$ cat src/rtl/hazard_ctrl_pkg.sv
// Shared types and encodings for the pipeline hazard controller.
package hazard_ctrl_pkg;

  typedef enum logic [1:0] {
    IDLE     = 2'd0,
    MUL_WAIT = 2'd1,
    MUL_LAST = 2'd2
  } state_e;

  localparam logic [3:0] ALUOP_MUL = 4'b1111;
  localparam logic [3:0] REG_ZERO  = 4'd0;

  localparam logic [1:0] FWD_RF  = 2'b00;
  localparam logic [1:0] FWD_MEM = 2'b10;
  localparam logic [1:0] FWD_WB  = 2'b01;

  function automatic logic [15:0] sat_inc(input logic [15:0] v);
    return (v == 16'hFFFF) ? v : v + 16'd1;
  endfunction

endpackage

$ cat src/rtl/hazard_ctrl_fwd_unit.sv
// Operand forwarding select for one EX source register; MEM wins over WB.
module fwd_unit
  import hazard_ctrl_pkg::*;
(
  input  logic [3:0] src_i,
  input  logic [3:0] mem_dst_i,
  input  logic       mem_regwrite_i,
  input  logic [3:0] wb_dst_i,
  input  logic       wb_regwrite_i,
  output logic [1:0] sel_o
);

  always_comb begin
    sel_o = FWD_RF;
    if (mem_regwrite_i && (mem_dst_i != REG_ZERO) && (mem_dst_i == src_i)) begin
      sel_o = FWD_MEM;
    end else if (wb_regwrite_i && (wb_dst_i != REG_ZERO) && (wb_dst_i == src_i)) begin
      sel_o = FWD_WB;
    end
  end

endmodule

$ cat src/rtl/hazard_ctrl.sv
// Pipeline hazard controller: forwarding, load-use stall, redirect flush,
// multi-cycle multiply stall FSM and saturating event counters.
module hazard_ctrl
  import hazard_ctrl_pkg::*;
#(
  parameter int unsigned MUL_LAT = 3
) (
  input  logic        clk,
  input  logic        rst_n,
  input  logic [3:0]  id_rs,
  input  logic [3:0]  id_rt,
  input  logic        id_uses_rt,
  input  logic        ex_valid,
  input  logic [3:0]  ex_rs,
  input  logic [3:0]  ex_rt,
  input  logic [3:0]  ex_dst,
  input  logic        ex_memread,
  input  logic        ex_regwrite,
  input  logic [3:0]  ex_aluop,
  input  logic        ex_jump,
  input  logic        ex_branch,
  input  logic        ex_zero,
  input  logic [19:0] ex_jadr,
  input  logic [11:0] ex_badr,
  input  logic [3:0]  mem_dst,
  input  logic [3:0]  wb_dst,
  input  logic        mem_regwrite,
  input  logic        wb_regwrite,
  output logic        stall_if,
  output logic        stall_id,
  output logic        hold_ex,
  output logic        bubble_ex,
  output logic        bubble_mem,
  output logic        flush_if_id,
  output logic        redirect_valid,
  output logic [15:0] redirect_pc,
  output logic [1:0]  fwd_a,
  output logic [1:0]  fwd_b,
  output logic [15:0] stall_cnt,
  output logic [15:0] flush_cnt,
  output logic        mul_busy
);

  state_e      state_q, state_d;
  logic [3:0]  cnt_q, cnt_d;
  logic [15:0] stall_cnt_q, flush_cnt_q;

  logic        redirect_hit, mul_hit, lu_hit;
  logic        mul_stall, do_lu, do_redir;
  logic [1:0]  fwd_a_raw, fwd_b_raw;

  // ex_regwrite and the upper jump-target bits carry no hazard information.
  logic        unused_ok;
  assign unused_ok = ^{ex_regwrite, ex_jadr[19:16]};

  assign redirect_hit = ex_valid && (ex_jump || (ex_branch && ex_zero));
  assign mul_hit      = ex_valid && (ex_aluop == ALUOP_MUL);
  assign lu_hit       = ex_valid && ex_memread && (ex_dst != REG_ZERO) &&
                        ((ex_dst == id_rs) || (id_uses_rt && (ex_dst == id_rt)));

  fwd_unit u_fwd_a (
    .src_i          (ex_rs),
    .mem_dst_i      (mem_dst),
    .mem_regwrite_i (mem_regwrite),
    .wb_dst_i       (wb_dst),
    .wb_regwrite_i  (wb_regwrite),
    .sel_o          (fwd_a_raw)
  );

  fwd_unit u_fwd_b (
    .src_i          (ex_rt),
    .mem_dst_i      (mem_dst),
    .mem_regwrite_i (mem_regwrite),
    .wb_dst_i       (wb_dst),
    .wb_regwrite_i  (wb_regwrite),
    .sel_o          (fwd_b_raw)
  );

  // All decisions are gated by rst_n so combinational outputs read zero
  // for the whole duration of reset, not just after the next edge.
  always_comb begin
    state_d   = state_q;
    cnt_d     = cnt_q;
    mul_stall = 1'b0;
    do_lu     = 1'b0;
    do_redir  = 1'b0;
    if (rst_n) begin
      case (state_q)
        IDLE: begin
          if (redirect_hit) begin
            do_redir = 1'b1;
          end else if (mul_hit) begin
            mul_stall = 1'b1;
            if (MUL_LAT == 2) begin
              state_d = MUL_LAST;
            end else begin
              state_d = MUL_WAIT;
              cnt_d   = 4'(MUL_LAT - 2);
            end
          end else if (lu_hit) begin
            do_lu = 1'b1;
          end
        end
        MUL_WAIT: begin
          mul_stall = 1'b1;
          cnt_d     = cnt_q - 4'd1;
          if (cnt_q == 4'd1) begin
            state_d = MUL_LAST;
          end
        end
        MUL_LAST: begin
          if (redirect_hit) begin
            do_redir = 1'b1;
          end else if (lu_hit) begin
            do_lu = 1'b1;
          end
          state_d = IDLE;
        end
        default: state_d = IDLE;
      endcase
    end
  end

  always_ff @(posedge clk or negedge rst_n) begin
    if (!rst_n) begin
      state_q     <= IDLE;
      cnt_q       <= '0;
      stall_cnt_q <= '0;
      flush_cnt_q <= '0;
    end else begin
      state_q <= state_d;
      cnt_q   <= cnt_d;
      if (stall_if) begin
        stall_cnt_q <= sat_inc(stall_cnt_q);
      end
      if (redirect_valid) begin
        flush_cnt_q <= sat_inc(flush_cnt_q);
      end
    end
  end

  assign stall_if       = mul_stall | do_lu;
  assign stall_id       = mul_stall | do_lu;
  assign hold_ex        = mul_stall;
  assign bubble_mem     = mul_stall;
  assign bubble_ex      = do_lu | do_redir;
  assign flush_if_id    = do_redir;
  assign redirect_valid = do_redir;
  assign redirect_pc    = !do_redir ? '0 :
                          ex_jump   ? ex_jadr[15:0] : {4'b0000, ex_badr};
  assign fwd_a          = rst_n ? fwd_a_raw : FWD_RF;
  assign fwd_b          = rst_n ? fwd_b_raw : FWD_RF;
  assign mul_busy       = rst_n && (state_q == MUL_WAIT);
  assign stall_cnt      = stall_cnt_q;
  assign flush_cnt      = flush_cnt_q;

endmodule

$ cat config.mk
export PLATFORM = sky130hd
export DESIGN_NAME = hazard_ctrl
export DESIGN_NICKNAME = d
export VERILOG_FILES = /design/src/rtl/hazard_ctrl_pkg.sv /design/src/rtl/hazard_ctrl_fwd_unit.sv /design/src/rtl/hazard_ctrl.sv
export SDC_FILE = /design/constraint.sdc
export NUM_CORES = 1
export LEC_CHECK = 0
export CORE_MARGIN = 10
export CORE_UTILIZATION = 44
export CTS_BUF_LIST = sky130_fd_sc_hd__clkbuf_2
export DETAILED_ROUTE_END_ITERATION = 7
export GPL_TIMING_DRIVEN = 0
export HOLD_SLACK_MARGIN = 0.12
export PLACE_DENSITY = 0.89
export SETUP_SLACK_MARGIN = 0.1
export SLEW_MARGIN = 40
export SYNTH_ARGS = -nofsm -noshare
export SYNTH_HDL_FRONTEND = slang
export SYNTH_SLANG_ARGS = --single-unit
$ cat constraint.sdc
create_clock -name clk -period 4.15 [get_ports clk]
set_input_delay 0.83 -clock clk [delete_from_list [all_inputs] [get_ports clk]]
set_output_delay 0.83 -clock clk [all_outputs]
set_load 0.05 [all_outputs]
==> results of run 1 <==
[timing repair]
item,4_1_cts,5_1_grt
endpoints found under the setup margin,1,14
resized for setup,1,12
pin swaps,0,0
[logic make-up (layout without fill, tap and decap cells)]
logic type,Yosys count,after routing
buffers and inverters,19,155
AND/OR/NAND/NOR,118,118
AO/OA/AOI/OAI,17,17
flip-flops,38,38
adder cells (fa/ha/maj),4,4
XOR/XNOR,53,53
multiplexers,15,15
[through the flow]
stage | hold WS, ns | instance area [sq um] | setup slack, ns
2_1_floorplan | 0.478 | 2540 | 0.687
3_3_place_gp | 0.483 | 3920 | -1.46
3_5_place_dp | 0.497 | 3910 | -0.00702
4_1_cts | 0.395 | 3950 | 0.106
5_1_grt | 0.310 | 3990 | 0.0343
6_report | 0.323 | 3990 | 0.185
[layer usage]
layer | GRT usage (%) | wire length [um] | vias up
li1 | - | - | 1187
met3 | 5.91 | 664 | 12
met2 | 30.0 | 4100 | 89
met4 | 4.91 | 119 | 0
met1 | 18.0 | 2920 | 1147
met5 | 0 | 0 | -
[flip-flops by register name, indices dropped and copies added, names as in the netlist]
signal / flops
cnt_q: 4
stall_cnt: 16
state_q: 2
flush_cnt: 16
[power by group through the flow]
stage	sequential, mW	combinational (mW)	clock (mW)
2_1_floorplan	0.615	0.212	0
3_3_place_gp	0.496	0.545	0
3_5_place_dp	0.500	0.563	0
4_1_cts	0.493	0.564	0.168
5_1_grt	0.503	0.600	0.180
6_report	0.494	0.559	0.160
[synthesized netlist by cell type, types with 2 or more instances]
library cell | n | area [sq um]
a21oi_1 | 3 | 15.0
and3_1 | 6 | 37.5
buf_4 | 4 | 30.0
dfrtp_1 | 38 | 951
ha_1 | 4 | 50.1
inv_1 | 10 | 37.5
mux2_2 | 2 | 22.5
mux2i_1 | 12 | 120
nand2_1 | 19 | 71.3
nand3_1 | 11 | 55.1
nand4_1 | 16 | 100
nand4b_1 | 2 | 17.5
nor2_1 | 39 | 146
nor3_1 | 6 | 30.0
nor4_2 | 2 | 25.0
nor4b_2 | 2 | 30.0
o21ai_0 | 2 | 10.0
o41ai_1 | 2 | 17.5
xnor2_1 | 32 | 280
xor2_1 | 21 | 184
[worst min-delay path by stage]
stage | to | slack, ns | cells past startpoint
final | flush_cnt[0] | 0.32 | 1
after global routing | flush_cnt[0] | 0.31 | 1
after CTS | stall_cnt[13] | 0.39 | 1
after detailed placement | stall_cnt[6] | 0.50 | 1
after global placement | stall_cnt[6] | 0.48 | 1
after floorplan | state_q[0] | 0.48 | 1
[area by class of cell]
cell class              count  area share [%]
plain buffers               9            1.48
clock buffers               6           0.753
multi-input cells         207            37.7
flip-flops and latches     38            23.9
well taps                  72            2.26
inverters                  10           0.942
clock inverters             2           0.220
repair buffers            128            32.8
==> metrics, run 1 <==
CTS buffer count=5; clock group share of total power=around an eighth; GR Util All Layers=between 10% and 20%; kind of critical path=input pin to output port; Synth Area in Adders=about 2%; setup repair after global routing missed its margin=true; Net Sw Frac=42.2%; wire per inst=16.5 um; final hold vios=0; first-pass GRT wire length=approximately 12000 um; Critical Path Fanout Max=10; fin nets=about 480; post-synthesis mux area share=~6.1%; Final HPWL DP=roughly 6500 um; DRT antenna net count=0; synth unique cells=51; post-synthesis sequential area ratio=around 37%; Pins Over Slew Limit=0; Layout Area Growth over Synthesis=56.7%; Synth Area in Compound Gates=6.89%; core area=between 5000 and 6000 sq um; Tmin final=3.97 ns; antenna violations before repair=0; pin count of the biggest net entering global routing=between 40 and 50; Crit path max-delay family=buffers and inverters; IO Count=135; status=complete, no violations; CTS H-tree lvls=2; commonest non-fill, non-tap cell in the layout=clkdlybuf4s50_1; Worst Setup SP=ex_valid; Fill cells=between 400 and 500; Hold Crit Class=input pin to asynchronous set/reset pin; Slew HR=around 63%; simple-gate share of the synthesized area=around a quarter; Initial Util=45.6%; cells on worst reg2reg path=8; drt pass-1 iters=4; Core Util, Final=between 70% and 80%; flop-to-flop setup slack=roughly 2.2 ns; main combinational cell family by area after synthesis=simple AND/OR/NAND/NOR gates; Setup violations, final=0; Diodes inserted=0; PD cells=304 nW/um^2; # Post-CTS Setup Buffers=0; VDD IR-drop max=between 0.4 and 0.5 mV; Arr. time, crit path=approximately 3.1 ns; chip width=96.0 um; Synth Instances=between 200 and 300; worst path required time=approximately 3.3 ns; area of the multi-input gates=1500 sq um; synthesized area per cell=between 9 and 10 sq um; worst slew pin tran=~0.56 ns; share of cells above drive strength 1=9.00%; FP Rows=27; most frequent cells in the layout=clkdlybuf4s50_1, nor2_1, dfrtp_1, xnor2_1, xor2_1; slowest stage cell on the critical path=clkdlybuf4s50_1; CTS root buffer=clkbuf_2; synthesized cell area=~2500 sq um; Static Leak=~1.9 nW; Port Buf Inserts=approximately 130; Final GP Congestion=0.813; FF-to-FF End=stall_cnt[3]; FF+latch count, synth=38; Setup crit end kind=output port; Clock Skew=between 0.02 and 0.025 ns; Fmax achieved=252 MHz; critical path depth=7; Placed Cells incl. Taps=roughly 460; fin crit share=95.5%; critical-path cell list=clkdlybuf4s50_1 > and3b_1 > nand2b_1 > clkbuf_2 > clkbuf_1 > nor2_1 > clkdlybuf4s50_1; worst setup path end=redirect_pc[5]; Synth Flop Type=dfrtp_1; Synth Net Count=~340; Overflow after GRT=0; register area=951 sq um; Final Non-Filler Cells=about 470; Ys Warns=0; drt via density=approximately 5.2; TritonCTS clock tree=built; Startpoint Class=input pin; P_int=about 700 uW; Fin Setup TNS=0 ns; worst r2r src=stall_cnt[0]; Worst-path clk slew=around 0.19 ns; EDFF count, synth=0; Post-route DRC=0; CTS Hold Bufs=0; number of global-route vias before repair=between 2000 and 3000; switching power=about 510 uW; Vias=roughly 2400; register share of total power=between 40% and 50%; xor/xnor cell area share of the yosys netlist=a little under a fifth; Chip Height=96.0 um; Iteration-0 DRC Markers=91; WP buf/inv=4; routed wire length=around 8000 um; Max-Cap Viols=0; clk sink count=38; Clock Latency Late Sink=roughly 0.38 ns; Critical Path Most Common Cell=clkdlybuf4s50_1; CP peak stage delay=0.83 ns; Comb power frac=around 46%; ys async rst share=100%; Longest Clk Path Bufs=2; Die ar.=around 9200 sq um; Final Power=1.21 mW
No activity file was read; power rests on OpenSTA's default activity.
==> run 2, diff against run 1 <==
--- a/config.mk
+++ b/config.mk
@@ -12,7 +12,7 @@
 export GPL_TIMING_DRIVEN = 0
 export HOLD_SLACK_MARGIN = 0.12
 export PLACE_DENSITY = 0.89
-export SETUP_SLACK_MARGIN = 0.1
+export SETUP_SLACK_MARGIN = 0.15
 export SLEW_MARGIN = 40
 export SYNTH_ARGS = -nofsm -noshare
 export SYNTH_HDL_FRONTEND = slang
==> metrics, run 2 (synthesis results as in run 1) <==
status=complete, no violations; worst slew pin tran=0.570 ns (+0.00886 ns); Critical Path Fanout Max=3 (-7); final hold vios=0 (unchanged); Clock Latency Late Sink=0.38 ns (about the same); Initial Util=45.6% (unchanged); CTS buffer count=5 (unchanged); Setup violations, final=0 (unchanged); GR Util All Layers=16.7% (about the same); number of global-route vias before repair=2507 (-0.040%); Arr. time, crit path=3.06 ns (-0.08 ns); drt pass-1 iters=4 (unchanged); Port Buf Inserts=128 (unchanged); share of cells above drive strength 1=9.25% (+0.25 points); DRT antenna net count=0 (unchanged); Longest Clk Path Bufs=2 (unchanged); Static Leak=1.88 nW (-0.32%); VDD IR-drop max=0.443 mV (about the same); fin nets=478 (unchanged); worst path required time=3.32 ns (about the same); Final HPWL DP=6470 um (unchanged); fin crit share=93.7% (-1.9 points); CTS root buffer=clkbuf_2; Layout Area Growth over Synthesis=56.8% (about the same); Placed Cells incl. Taps=464 (unchanged); Chip Height=96.0 um (unchanged); commonest non-fill, non-tap cell in the layout=clkdlybuf4s50_1; # Post-CTS Setup Buffers=0 (unchanged); Setup crit end kind=output port; Final Non-Filler Cells=472 (unchanged); Hold Crit Class=input pin to asynchronous set/reset pin; Die ar.=9220 sq um (unchanged); TritonCTS clock tree=built; drt via density=5.12 (-0.74%); Final Power=1.21 mW (about the same); antenna violations before repair=0 (unchanged); Final GP Congestion=0.813 (unchanged); Fmax achieved=257 MHz (+2.0%); Overflow after GRT=0 (unchanged); Post-route DRC=0 (unchanged); Pins Over Slew Limit=0 (unchanged); first-pass GRT wire length=12300 um (about the same); clk sink count=38 (unchanged); Clock Skew=0.0208 ns (-0.00291 ns); chip width=96.0 um (unchanged); Vias=2417 (-0.74%); Slew HR=62.0% (-0.59 points); Worst-path clk slew=0.20 ns (about the same); wire per inst=16.6 um (+0.35%); Iteration-0 DRC Markers=72 (-21%); IO Count=135 (unchanged); PD cells=304 nW/um^2 (about the same); routed wire length=7830 um (+0.35%); post-route setup slack=0.262 ns (+0.0768 ns); CTS H-tree lvls=2 (unchanged); kind of critical path=input pin to output port; Diodes inserted=0 (unchanged); Startpoint Class=input pin; FP Rows=27 (unchanged); most frequent cells in the layout=clkdlybuf4s50_1, nor2_1, dfrtp_1, xnor2_1, xor2_1; flop-to-flop setup slack=2.21 ns (about the same); core area=5570 sq um (unchanged); Tmin final=3.89 ns (-0.0768 ns); setup repair after global routing missed its margin=false; pre-CTS WS=-0.00702 ns (unchanged); Max-Cap Viols=0 (unchanged); pin count of the biggest net entering global routing=46 (unchanged)
==> run 2: layout make-up <==
class,count,area (sq um)
flip-flops and latches,38,951
clock inverters,2,8.76
clock buffers,6,30.0
repair buffers,128,1300
well taps,72,90.1
fillers,435,1590
inverters,10,37.5
multi-input cells,207,1510
plain buffers,9,58.8
==> run 2: metal layers <==
metal / track usage, % / vias up / routed length [um]
met4: 4.91 / 0 / 119
met2: 30.0 / 86 / 4130
li1: - / 1187 / -
met3: 5.76 / 12 / 628
met1: 18.0 / 1132 / 2960
met5: 0 / - / 0
==> run 2: repair_timing <==
item,CTS,global route
endpoints found under the setup margin,12,12
resized for setup,4,11
hold buffers,0,0
==> run 2: worst paths after layout <==
| path | endpoint | cells past startpoint | start |
|---|---|---|---|
| max | bubble_ex | 6 | ex_dst[1] |
| min | stall_cnt[14] | 1 | rst_n |
| max reg2reg | stall_cnt[3] | 8 | stall_cnt[0] |
| min reg2reg | stall_cnt[8] | 1 | stall_cnt[8] |
| max in group asynchronous | state_q[1] | 1 | rst_n |
| min in group clk | stall_cnt[8] | 1 | stall_cnt[8] |
==> run 2: metrics by stage <==
step           instance area [sq um]  utilization, %  hold slack [ns]  setup TNS [ns]
3_3_place_gp                    3920            70.2            0.483          -30.16
2_1_floorplan                   2540               -            0.478               0
3_5_place_dp                    3910            70.2            0.497        -0.00702
5_1_grt                         3990            71.6            0.310               0
4_1_cts                         3950            70.9            0.313               0
6_report                        3990            71.6            0.322               0
==> run 2: worst max-delay path: stages <==
cell and delay, ns:
clkdlybuf4s50_1 0.49, xor2_1 0.22, o41ai_4 0.43, nand2_1 0.09, a21oi_1 0.16, clkdlybuf4s50_1 0.83
==> run 2: where the power goes <==
| group | switching [mW] | total, mW | internal (mW) |
|---|---|---|---|
| sequential | 0.0670 | 0.494 | 0.427 |
| combinational | 0.328 | 0.560 | 0.232 |
| clock | 0.118 | 0.160 | 0.0415 |
| total | 0.513 | 1.21 | 0.700 |
==> RTL change: new RTL, settings of run 2 <==
The 3 states of `state_e` get a one-hot encoding in 3 bits.
--- a/src/rtl/hazard_ctrl_pkg.sv
+++ b/src/rtl/hazard_ctrl_pkg.sv
@@ -1,10 +1,10 @@
 // Shared types and encodings for the pipeline hazard controller.
 package hazard_ctrl_pkg;
 
-  typedef enum logic [1:0] {
-    IDLE     = 2'd0,
-    MUL_WAIT = 2'd1,
-    MUL_LAST = 2'd2
+  typedef enum logic [2:0] {
+    IDLE     = 3'b001,
+    MUL_WAIT = 3'b010,
+    MUL_LAST = 3'b100
   } state_e;
 
   localparam logic [3:0] ALUOP_MUL = 4'b1111;
Check against the original RTL: no difference found for any inputs over 10 cycles, from zero or initial values and one cycle with rst_n low; not proved beyond that.
==> RTL change against run 2 <==
  * Combinational power shrank 28%
  * Total power decreased by 15%
  * Non-clock buffer count unchanged
  * Sequential cell count rose by 1
  * Fmax is 0.42% lower
  * Synthesized cell count fell by 3.8%
  * Design area shrank 2.6%
  * Cell count down 2.1%
  * Count of clock-buffer cells in the layout rose by 1
  * Wire length grew 3.3%
  * Worst setup slack got worse by 0.016 ns
  * Area after synthesis down 0.98%
==> RTL change: results (changes against run 2) <==
==============================================================================
Multi-input combinational cell area                                  1450 um^2   -3.9%
Distinct cell type count after synthesis                                    40   -22%
Global-route wire length before repair                                12800 um   +3.8%
Share of layout cells above drive strength 1                            0.0974   +0.00494
Worst-case clock skew                                                0.0123 ns   -0.00847 ns
IR Drop Worst-Case VDD                                                0.430 mV   -3.0%
Layout multi-input combinational cell count                                197   -4.8%
Wire length after detailed routing                                     8090 um   +3.3%
Power Sequential                                                        452 uW   -8.5%
Lkg Pwr                                                                1.75 nW   -7.3%
Storage element area                                                  977 um^2   +2.8%
Overall Global Routing Usage                                             0.174   +0.00743
Launch point of the worst path                                         ex_zero
Switching pwr                                                           391 uW   -24%
Pin count of the biggest net entering global routing                        48   +4.3%
Crit-path max FO                                                             6   +3
Vias in the first global route                                            2449   -2.3%
Power drawn by the clock network                                        169 uW   +6%
Synthesized-area fraction occupied by ao, oa, aoi and oai cells         0.0507   -0.0182
R2R cell count                                                               7   -1
Largest cells by area after synthesis                             sky130_fd_sc_hd__dfrtp_1 (38%), sky130_fd_sc_hd__xnor2_1 (13%), sky130_fd_sc_hd__xor2_1 (7.0%)
Mux contribution to synthesized area                                    0.0611   +0.000601
Status                                                            finished clean
Worst path arrival time                                                3.07 ns   about the same
Reg-to-Reg Start                                                    state_q[0]
==============================================================================
RTL change: cell types whose count changed after synthesis, moves of 3 or more:
cell                      change
sky130_fd_sc_hd__xnor2_1      +4
sky130_fd_sc_hd__and2_1       +8
sky130_fd_sc_hd__and4_1       +4
sky130_fd_sc_hd__nor4b_1      +3
sky130_fd_sc_hd__nor2_1      -19
sky130_fd_sc_hd__nand4_1      -6
RTL change: routing by layer:
metal / up-vias / track usage / share of wire
li1: 1155 / - / -
met2: 111 / 0.292 / 0.47
met3: 4 / 0.0605 / 0.096
met1: 1130 / 0.214 / 0.43
met5: - / 0 / 0
met4: 0 / 0.0295 / 0.0051
RTL change: path summary, 6_finish.rpt:
path                            slack [ns]        endpoint
worst max-delay path                  0.25  redirect_pc[2]
worst min register to register        0.51    flush_cnt[4]
worst max register to register        1.71    flush_cnt[9]
min in group clk                      0.51    flush_cnt[4]
worst min-delay path                  0.32   stall_cnt[13]
max in group asynchronous             3.49      state_q[0]
